===== config.mk =====
export PLATFORM = sky130hd
export DESIGN_NAME = game_ctrl
export DESIGN_NICKNAME = d
export VERILOG_FILES = /design/src/rtl/game_pkg.sv /design/src/rtl/frame_timer.sv /design/src/rtl/game_ctrl.sv
export SDC_FILE = /design/constraint.sdc
export NUM_CORES = 1
export LEC_CHECK = 0
export ABC_AREA = 1
export BUFFER_PORTS_ARGS = -buffer_cell sky130_fd_sc_hd__buf_4
export CAP_MARGIN = 5
export CORE_MARGIN = 8
export CORE_UTILIZATION = 30
export CTS_CLUSTER_SIZE = 10
export DETAILED_ROUTE_END_ITERATION = 6
export GPL_TIMING_DRIVEN = 0
export MAX_ROUTING_LAYER = met4
export PLACE_DENSITY_LB_ADDON = 0.1
export SLEW_MARGIN = 20
export SYNTH_ARGS = -nofsm -noshare
export SYNTH_HDL_FRONTEND = slang
export SYNTH_SLANG_ARGS = --single-unit
export TNS_END_PERCENT = 50

===== constraint.sdc =====
create_clock -name vga_clk -period 1.7 [get_ports vga_clk]
set_input_delay 0.085 -clock vga_clk [delete_from_list [all_inputs] [get_ports vga_clk]]
set_output_delay 0.085 -clock vga_clk [all_outputs]
set_load 0.01 [all_outputs]

===== src/rtl/game_pkg.sv =====
// Shared state encodings and winner codes for the match sequencer.
package game_pkg;

  typedef enum logic [2:0] {
    ST_IDLE  = 3'd0,
    ST_SERVE = 3'd1,
    ST_PLAY  = 3'd2,
    ST_PAUSE = 3'd3,
    ST_POINT = 3'd4,
    ST_OVER  = 3'd5
  } state_t;

  localparam logic [1:0] W_NONE  = 2'b00;
  localparam logic [1:0] W_LEFT  = 2'b01;
  localparam logic [1:0] W_RIGHT = 2'b10;

endpackage


===== src/rtl/frame_timer.sv =====
// Counts frame ticks while enabled; done pulses on the tick that arrives at the terminal count.
module frame_timer #(
  parameter int W = 6
) (
  input  logic         clk,
  input  logic         srst,
  input  logic         clr,
  input  logic         en,
  input  logic         tick,
  input  logic [W-1:0] term,
  output logic         done
);

  logic [W-1:0] cnt_q, cnt_d;

  always_comb begin
    done  = en && tick && (cnt_q == term);
    cnt_d = cnt_q;
    if (clr)
      cnt_d = '0;
    else if (en && tick)
      cnt_d = cnt_q + 1'b1;
  end

  always_ff @(posedge clk) begin
    if (srst)
      cnt_q <= '0;
    else
      cnt_q <= cnt_d;
  end

endmodule


===== src/rtl/game_ctrl.sv =====
// Match-level sequencer: serve/play/pause/point/over flow, scoring, speed-up and winner.
module game_ctrl
  import game_pkg::*;
#(
  parameter int WIN_SCORE    = 7,
  parameter int SCORE_W      = 4,
  parameter int SERVE_FRAMES = 60,
  parameter int POINT_FRAMES = 30,
  parameter int SPEEDUP_HITS = 4,
  parameter int HIT_W        = 3
) (
  input  logic               vga_clk,
  input  logic               sys_rst,
  input  logic               frame_tick,
  input  logic               start_p,
  input  logic               pause_p,
  input  logic               hit_p,
  input  logic               miss_l,
  input  logic               miss_r,
  output logic               guiwei,
  output logic               ball_en,
  output logic               s,
  output logic [SCORE_W-1:0] score_l,
  output logic [SCORE_W-1:0] score_r,
  output logic [1:0]         winner,
  output logic [2:0]         state_o
);

  localparam int FRAME_MAX = (SERVE_FRAMES > POINT_FRAMES) ? SERVE_FRAMES : POINT_FRAMES;
  localparam int FRAME_W   = $clog2(FRAME_MAX + 1);
  localparam logic [SCORE_W-1:0] WIN_S   = SCORE_W'(WIN_SCORE);
  localparam logic [HIT_W-1:0]   HIT_MAX = HIT_W'(SPEEDUP_HITS);

  state_t             state_q, state_d;
  logic [SCORE_W-1:0] score_l_q, score_l_d, score_r_q, score_r_d;
  logic [1:0]         winner_q, winner_d;
  logic [HIT_W-1:0]   hit_q, hit_d;
  logic               s_q, s_d, guiwei_q, guiwei_d, ball_en_q, ball_en_d;

  logic               timer_en, timer_clr, timer_done;
  logic [FRAME_W-1:0] timer_term;

  // One timer serves both SERVE and POINT; every state change restarts it.
  assign timer_en   = (state_q == ST_SERVE) || (state_q == ST_POINT);
  assign timer_term = (state_q == ST_SERVE) ? FRAME_W'(SERVE_FRAMES - 1)
                                            : FRAME_W'(POINT_FRAMES - 1);
  assign timer_clr  = (state_d != state_q);

  frame_timer #(.W(FRAME_W)) u_frame_timer (
    .clk  (vga_clk),
    .srst (sys_rst),
    .clr  (timer_clr),
    .en   (timer_en),
    .tick (frame_tick),
    .term (timer_term),
    .done (timer_done)
  );

  always_comb begin
    state_d   = state_q;
    score_l_d = score_l_q;
    score_r_d = score_r_q;
    winner_d  = winner_q;
    hit_d     = hit_q;
    s_d       = s_q;

    case (state_q)
      ST_IDLE, ST_OVER: begin
        if (start_p) begin
          state_d   = ST_SERVE;
          score_l_d = '0;
          score_r_d = '0;
          winner_d  = W_NONE;
          hit_d     = '0;
          s_d       = 1'b0;
        end
      end
      ST_SERVE: begin
        if (timer_done)
          state_d = ST_PLAY;
      end
      ST_PLAY: begin
        s_d = (hit_q == HIT_MAX);
        if (hit_p && (hit_q != HIT_MAX))
          hit_d = hit_q + 1'b1;
        // Misses outrank hits and pause; a double miss replays the rally.
        if (miss_l && miss_r) begin
          state_d = ST_POINT;
        end else if (miss_l) begin
          score_r_d = score_r_q + 1'b1;
          if (score_r_d == WIN_S) begin
            state_d  = ST_OVER;
            winner_d = W_RIGHT;
          end else begin
            state_d = ST_POINT;
          end
        end else if (miss_r) begin
          score_l_d = score_l_q + 1'b1;
          if (score_l_d == WIN_S) begin
            state_d  = ST_OVER;
            winner_d = W_LEFT;
          end else begin
            state_d = ST_POINT;
          end
        end else if (pause_p) begin
          state_d = ST_PAUSE;
        end
        if (miss_l || miss_r) begin
          hit_d = '0;
          s_d   = 1'b0;
        end
      end
      ST_PAUSE: begin
        if (pause_p)
          state_d = ST_PLAY;
      end
      ST_POINT: begin
        if (timer_done)
          state_d = ST_SERVE;
      end
      default: begin
        state_d = ST_IDLE;
        hit_d   = '0;
        s_d     = 1'b0;
      end
    endcase

    guiwei_d  = !((state_d == ST_PLAY) || (state_d == ST_PAUSE));
    ball_en_d = (state_d == ST_PLAY);
  end

  always_ff @(posedge vga_clk) begin
    if (sys_rst) begin
      state_q   <= ST_IDLE;
      score_l_q <= '0;
      score_r_q <= '0;
      winner_q  <= W_NONE;
      hit_q     <= '0;
      s_q       <= 1'b0;
      guiwei_q  <= 1'b1;
      ball_en_q <= 1'b0;
    end else begin
      state_q   <= state_d;
      score_l_q <= score_l_d;
      score_r_q <= score_r_d;
      winner_q  <= winner_d;
      hit_q     <= hit_d;
      s_q       <= s_d;
      guiwei_q  <= guiwei_d;
      ball_en_q <= ball_en_d;
    end
  end

  assign guiwei  = guiwei_q;
  assign ball_en = ball_en_q;
  assign s       = s_q;
  assign score_l = score_l_q;
  assign score_r = score_r_q;
  assign winner  = winner_q;
  assign state_o = state_q;

endmodule


# After elaboration in Yosys (flattened, before gate mapping)
# Index checks and enable logic that the tools add are counted.
[word_totals]
out_inout_bits = 16
elab_cells = 88
in_bits = 8
regBits = 25
[classes]
n_addsub = 4
n_reduce_logical = 18
n_bitwise = 1
n_mux = 34
n_eq_ne = 22
[op_table]
columns = ["operator", "n"]
rows = [
  ["$mux W3", 11],
  ["$mux W4", 6],
  ["$pmux W4 S2", 2],
  ["$ne A3 B3 Y1 const B", 5],
  ["$pmux W3 S5", 1],
  ["$eq A3 B2 Y1 const B", 4],
  ["$mux W2", 6],
  ["$ne A2 B2 Y1 const B", 5],
  ["$eq A3 B3 Y1 const B", 3],
  ["$pmux W3 S3", 1],
  ["$add A4 B1 Y4 const B", 2],
  ["$eq A4 B3 Y1 const B", 2],
  ["$add A6 B1 Y6 const B", 1],
  ["$eq A6 B6 Y1", 1],
  ["$mux W6", 1],
  ["$reduce_and A6 Y1", 1],
  ["$reduce_and A5 Y1", 1],
  ["$logic_and A1 B1 Y1", 4],
  ["$mux W1", 4],
  ["$pmux W2 S2", 1],
  ["$reduce_and A4 Y1", 1],
  ["$reduce_or A2 Y1", 2],
  ["$add A3 B1 Y3 const B", 1],
  ["$eq A3 B1 Y1 const B", 1],
  ["other kinds (10)", 12],
]

# Longest topological paths before layout
[depth]
ltp_word = 10
mapped_depth = 12
mapped_depth_nobuf = 12

# Hierarchy
# Synthesis repeated with hierarchy kept, for this count alone.
[unflattened]
hier_cells = 259
area_unflattened_um2 = 1611.5
[modules_own_cells]
columns = ["module", "instances", "cells_each", "area_per_inst_um2", "seq_area_each_um2"]
rows = [
  ["game_ctrl", 1, 188, 1214.9, 380.4],
  ["frame_timer", 1, 71, 396.6, 120.1],
]

# Worst setup path before layout
# Ideal clock, no wire load.
[synth_timing]
path_type = "reg-to-reg"
startpoint = "register state_q[2], in the netlist state_o[2]"
endpoint = "register u_frame_timer.cnt_q[0]"
slack_ns = 0.200
path_stages_with_launch = 12
setup_time_ns = 0.065
n_path_buf = 1
arrival_time_ns = 1.435
required_ns = 1.635
period_less_slack_ns = 1.500
cell_sequence = "dfxtp_1 -> buf_6 -> inv_1 -> nand2_2 -> nand3_4 -> nor2_2 -> nand2_2 -> a21oi_4 -> nand3_2 -> nand2_1 -> nand3_2 -> nor2_1"
[synth_via]
elab_chain_len = 8
word_cells_on_any_way = 23
cone_classes = "eq/ne: 7; mux: 10; reduce/logical: 6"
[synth_lines]
columns = ["item", "line_no", "text"]
rows = [
  ["start: declaration", "game_ctrl.sv:34", "state_t state_q, state_d;"],
  ["start signal: assignment", "game_ctrl.sv:143", "state_q <= state_d;"],
  ["$eq A3 B1 Y1 / $eq A3 B3 Y1 (equally long branches)", "game_ctrl.sv:44, game_ctrl.sv:45, game_ctrl.sv:67", ""],
  ["$mux W6 / $logic_or A1 B1 Y1 (equally long branches)", "game_ctrl.sv:45, game_ctrl.sv:44", ""],
  ["$eq A6 B6 Y1 / $logic_and A1 B1 Y1 (equally long branches)", "frame_timer.sv:17, frame_timer.sv:21", ""],
  ["$logic_and A1 B1 Y1", "frame_timer.sv:17", "done = en && tick && (cnt_q == term);"],
  ["$mux W3, on equally long branches", "game_ctrl.sv:118, game_ctrl.sv:79", ""],
  ["$pmux W3 S5", "game_ctrl.sv:67", "case (state_q)"],
  ["$ne A3 B3 Y1", "game_ctrl.sv:47", "assign timer_clr = (state_d != state_q);"],
  ["$reduce_or A2 Y1 (no line)", "-", ""],
  ["end signal: assignment", "frame_timer.sv:29", "cnt_q <= cnt_d;"],
  ["end: declaration", "frame_timer.sv:14", "logic [W-1:0] cnt_q, cnt_d;"],
]
# Several ways; a longest one is shown, not always the timed one.
# A chain may end at the register's enable or synchronous reset.

# Worst setup path after layout
[layout_timing]
startpoint = "register state_q[2], in the netlist state_o[2]"
endpoint = "register u_frame_timer.cnt_q[5]"
# The elaborated chain is that of the path after synthesis.

==> impl_metrics.sql <==
INSERT INTO impl_metrics (metric_group, metric, value, unit) VALUES
('floorplanning', 'rows', '26', ''),
('floorplanning', 'i_o_pin_count', '24', ''),
('logic_synthesis', 'ys_seq_elements', '25', ''),
('grt', 'grt_overflow', '0', ''),
('clock_tree', 'cts_num_sinks', '25', ''),
('timing', 'finalCriticalPeriod', '1610', 'ps'),
('grt', 'initial_antenna_violation_count', '0', ''),
('routing', 'remaining_drc_errors', '0', ''),
('grt', 'grt_first_pass_wirelength', '6.13', 'mm'),
('logic_synthesis', 'yosys_warnings', '0', ''),
('grt', 'global_route.usage.total', '10.3', '%'),
('logic_synthesis', 'number_of_distinct_library_cell_variants_in_the_gate_level_netlist_after_synthesis', '29', ''),
('placed_design', 'pre_cts_ws', '-18.2', 'ps'),
('power', 'leakagePower', '0.939', 'nW'),
('timing', 'hold_viol', '0', ''),
('logic_synthesis', 'yosys.area.top_type', 'dfxtp_1', ''),
('worst_setup_path', 'worst_ep_arrival_time', '1820', 'ps'),
('logic_synthesis', 'mappedNetlistArea', '1540', 'sq um'),
('timing', 'timing.slew.headroom', '63.6', '%'),
('cells_and_area', 'num-nets-final', '273', ''),
('grt', 'pin_count_of_the_biggest_net_entering_global_routing', '15', ''),
('power', 'clock_power_share', '28.0', '%'),
('timing', 'report.final.setup_viol', '0', ''),
('floorplanning', 'dieArea', '7680', 'sq um'),
('timing', 'slew_viol_final', '0', ''),
('clock_tree', 'number_of_buffers_added_by_the_clock_tree_synthesis_step', '3', ''),
('timing', 'tightestPinTransition', '545', 'ps'),
('logic_synthesis', 'portion_of_the_post_synthesis_area_used_by_sequential_elements', '32.5', '%'),
('worst_setup_path', 'crit_chain', 'buf_8 -> inv_4 -> nand2_4 -> nand3_4 -> nor2_4 -> nand2_4 -> a21oi_4 -> nand3_2 -> nand2_2 -> nand3_4 -> nor2_2', ''),
('outcome', 'outcome', 'completed', ''),
('worst_setup_path', 'worstSetupStartpointType', 'flop', ''),
('power', 'peakVddDrop', '322', 'uV'),
('routing', 'route.vias.total', '1447', ''),
('cells_and_area', 'insertedDiodeCount', '0', ''),
('worst_setup_path', 'critPathKind', 'flop to flop', ''),
('grt', 'first_global_vias', '1342', ''),
('clock_tree', 'cts.path.max_buffers', '2', ''),
('worst_setup_path', 'timing.critical_path.slowest_cell_delay', '360', 'ps'),
('worst_hold_path', 'timing.hold.worst.class', 'primary input to flop', ''),
('timing', 'post-route-period-util', '94.7', '%'),
('power', 'power_frac_seq', '49.4', '%'),
('placed_design', 'numPortBuffers', '23', ''),
('clock_tree', 'cts_tree', 'yes', ''),
('routing', 'dr.pass1.iters', '4', ''),
('worst_setup_path', 'critical_path.slowest_cell', 'dfxtp_2', ''),
('floorplanning', 'die_width', '87.6', 'um'),
('cells_and_area', 'drive_gt1_share', '35.4', '%'),
('worst_setup_path', 'worstPathBufferInverterCount', '2', ''),
('clock_tree', 'clkTransAtPathRegs', '90', 'ps'),
('run', 'number_of_max_cap_violations', '0', ''),
('power', 'comb_power_share', '22.6', '%'),
('power', 'p_switching', '395', 'uW'),
('routing', 'drtIter0Drc', '52', ''),
('clock_tree', 'cts.htree.levels', '1', ''),
('routing', 'routed_wirelength', '3.83', 'mm'),
('power', 'power_per_cell_area', '621', 'nW/um^2'),
('timing', 'timing.clock.skew', '6.75', 'ps'),
('power', 'p_sw_share', '30.7', '%'),
('logic_synthesis', 'yosys.area.top_type_share', '32.5', '%'),
('floorplanning', 'fp.dieH', '87.6', 'um'),
('worst_setup_path', 'crit_path_max_fo', '6', ''),
('timing', 'max_clock_freq', '0.621', 'GHz'),
('placed_design', 'routabilityCongestion', '0.786', ''),
('worst_setup_path', 'worst_setup_path_end_kind', 'flop', ''),
('clock_tree', 'clk_latency', '270', 'ps'),
('logic_synthesis', 'avgSynthCellArea', '7.09', 'sq um'),
('worst_setup_path', 'required', '1910', 'ps'),
('floorplanning', 'floorplan.initialDensity', '30.5', '%'),
('worst_setup_path', 'ff2ff_path_depth', '11', ''),
('power', 'totalPowerFinal', '1.29', 'mW'),
('worst_setup_path', 'critical_path_depth', '11', '');
cell type report:
cell class | count | area [sq um]
clock inverters | 1 | 5.00
well taps | 70 | 87.6
repair buffers | 36 | 270
inverters | 33 | 141
plain buffers | 2 | 18.8
clock buffers | 3 | 41.3
flip-flops and latches | 25 | 518
multi-input cells | 157 | 990
fillers | 561 | 2970
registers in the layout, summed over array words and instances (netlist names):
| register | count |
|---|---|
| u_frame_timer.cnt_q | 6 |
| score_l | 4 |
| score_r | 4 |
| hit_q | 3 |
| state_o | 3 |
| winner | 2 |
| ball_en | 1 |
| guiwei | 1 |
| s | 1 |
layout by cell type (no fill, tap or decap), types with 3 or more instances in the layout:
master and n:
dfxtp_2 5, a21oi_1 15, dfxtp_1 17, o21ai_2 3, nand2_1 33, nand4_1 9, inv_1 29, clkbuf_8 3
o21ai_0 7, a31oi_1 3, ha_1 7, dfxtp_4 3, nand2_2 5, nor2_1 21, nor2_2 8, buf_4 36
nand3_1 12, nand2_4 7, xor2_1 4, nor2_4 5
metrics by stage:
stage | cell area [sq um] | TNS, ps | utilization, % | cells | hold slack, ps
6_report | 2070 | 0 | 41.1 | 327 | 174
5_1_grt | 2070 | -307 | 41.1 | 327 | 199
4_1_cts | 1860 | 0 | 36.8 | 314 | 175
3_5_place_dp | 1800 | -37.6 | 35.7 | 310 | 447
3_3_place_gp | 1800 | -278 | 35.7 | 310 | 468
2_1_floorplan | 1540 | 0 | - | 217 | 268
metal layers:
| metal | track usage (%) | part of all wire [%] | vias up |
|---|---|---|---|
| met2 | 15.2 | 45 | 18 |
| met4 | 3.75 | 1.3 | 0 |
| met5 | - | 0 | - |
| met1 | 13.4 | 50 | 641 |
| li1 | - | - | 784 |
| met3 | 2.25 | 3.4 | 4 |
power groups by stage:
stage                     Clock (mW)  Combinational [mW]  Sequential, mW
after floorplan                    0               0.156           0.648
after global placement             0               0.241           0.646
after detailed placement           0               0.238           0.645
after CTS                      0.386               0.244           0.632
after global routing           0.406               0.329           0.641
final                          0.360               0.291           0.635
cell families (layout without fill, tap and decap cells):
| family | count (synthesis) | after routing | share of synthesized area, % |
|---|---|---|---|
| buf+inv | 35 | 75 | 9.02 |
| fa+ha+maj | 7 | 7 | 5.69 |
| xor+xnor | 6 | 6 | 3.41 |
| compound gates | 37 | 37 | 14.7 |
| flops | 25 | 25 | 32.5 |
| simple gates | 107 | 107 | 34.6 |
final timing paths:
kind	start	to	slack, ps
worst min-delay path	miss_l	score_r[1]	170
worst max register to register	state_o[2]	u_frame_timer.cnt_q[5]	90
worst max-delay path	state_o[2]	u_frame_timer.cnt_q[5]	90
worst min register to register	winner[0]	winner[0]	460
worst reg2reg max path, delay by kind of cell (launching register included):
family          cells  cell delay [ps]
buf+inv             2              190
flops               1              360
compound gates      1              170
simple gates        8              820
Yosys cell counts, drive strengths merged:
master and n:
a211oi 2, a21oi 18, a31oi 3, buf 1, clkbuf 1, dfxtp 25, ha 7, inv 33
nand2 45, nand3 16, nand4 9, nor2 34, nor3 1, o211ai 2, o21ai 12, or2 2
xnor2 2, xor2 4
repair_timing:
item / 4_1_cts / 5_1_grt
pin swaps: 0 / 14
resized for setup: 3 / 43
hold buffers: 0 / 0
setup endpoints to repair: 9 / 12
setup buffers: 0 / 13
Note: power is estimated with default switching activity, not from simulation.
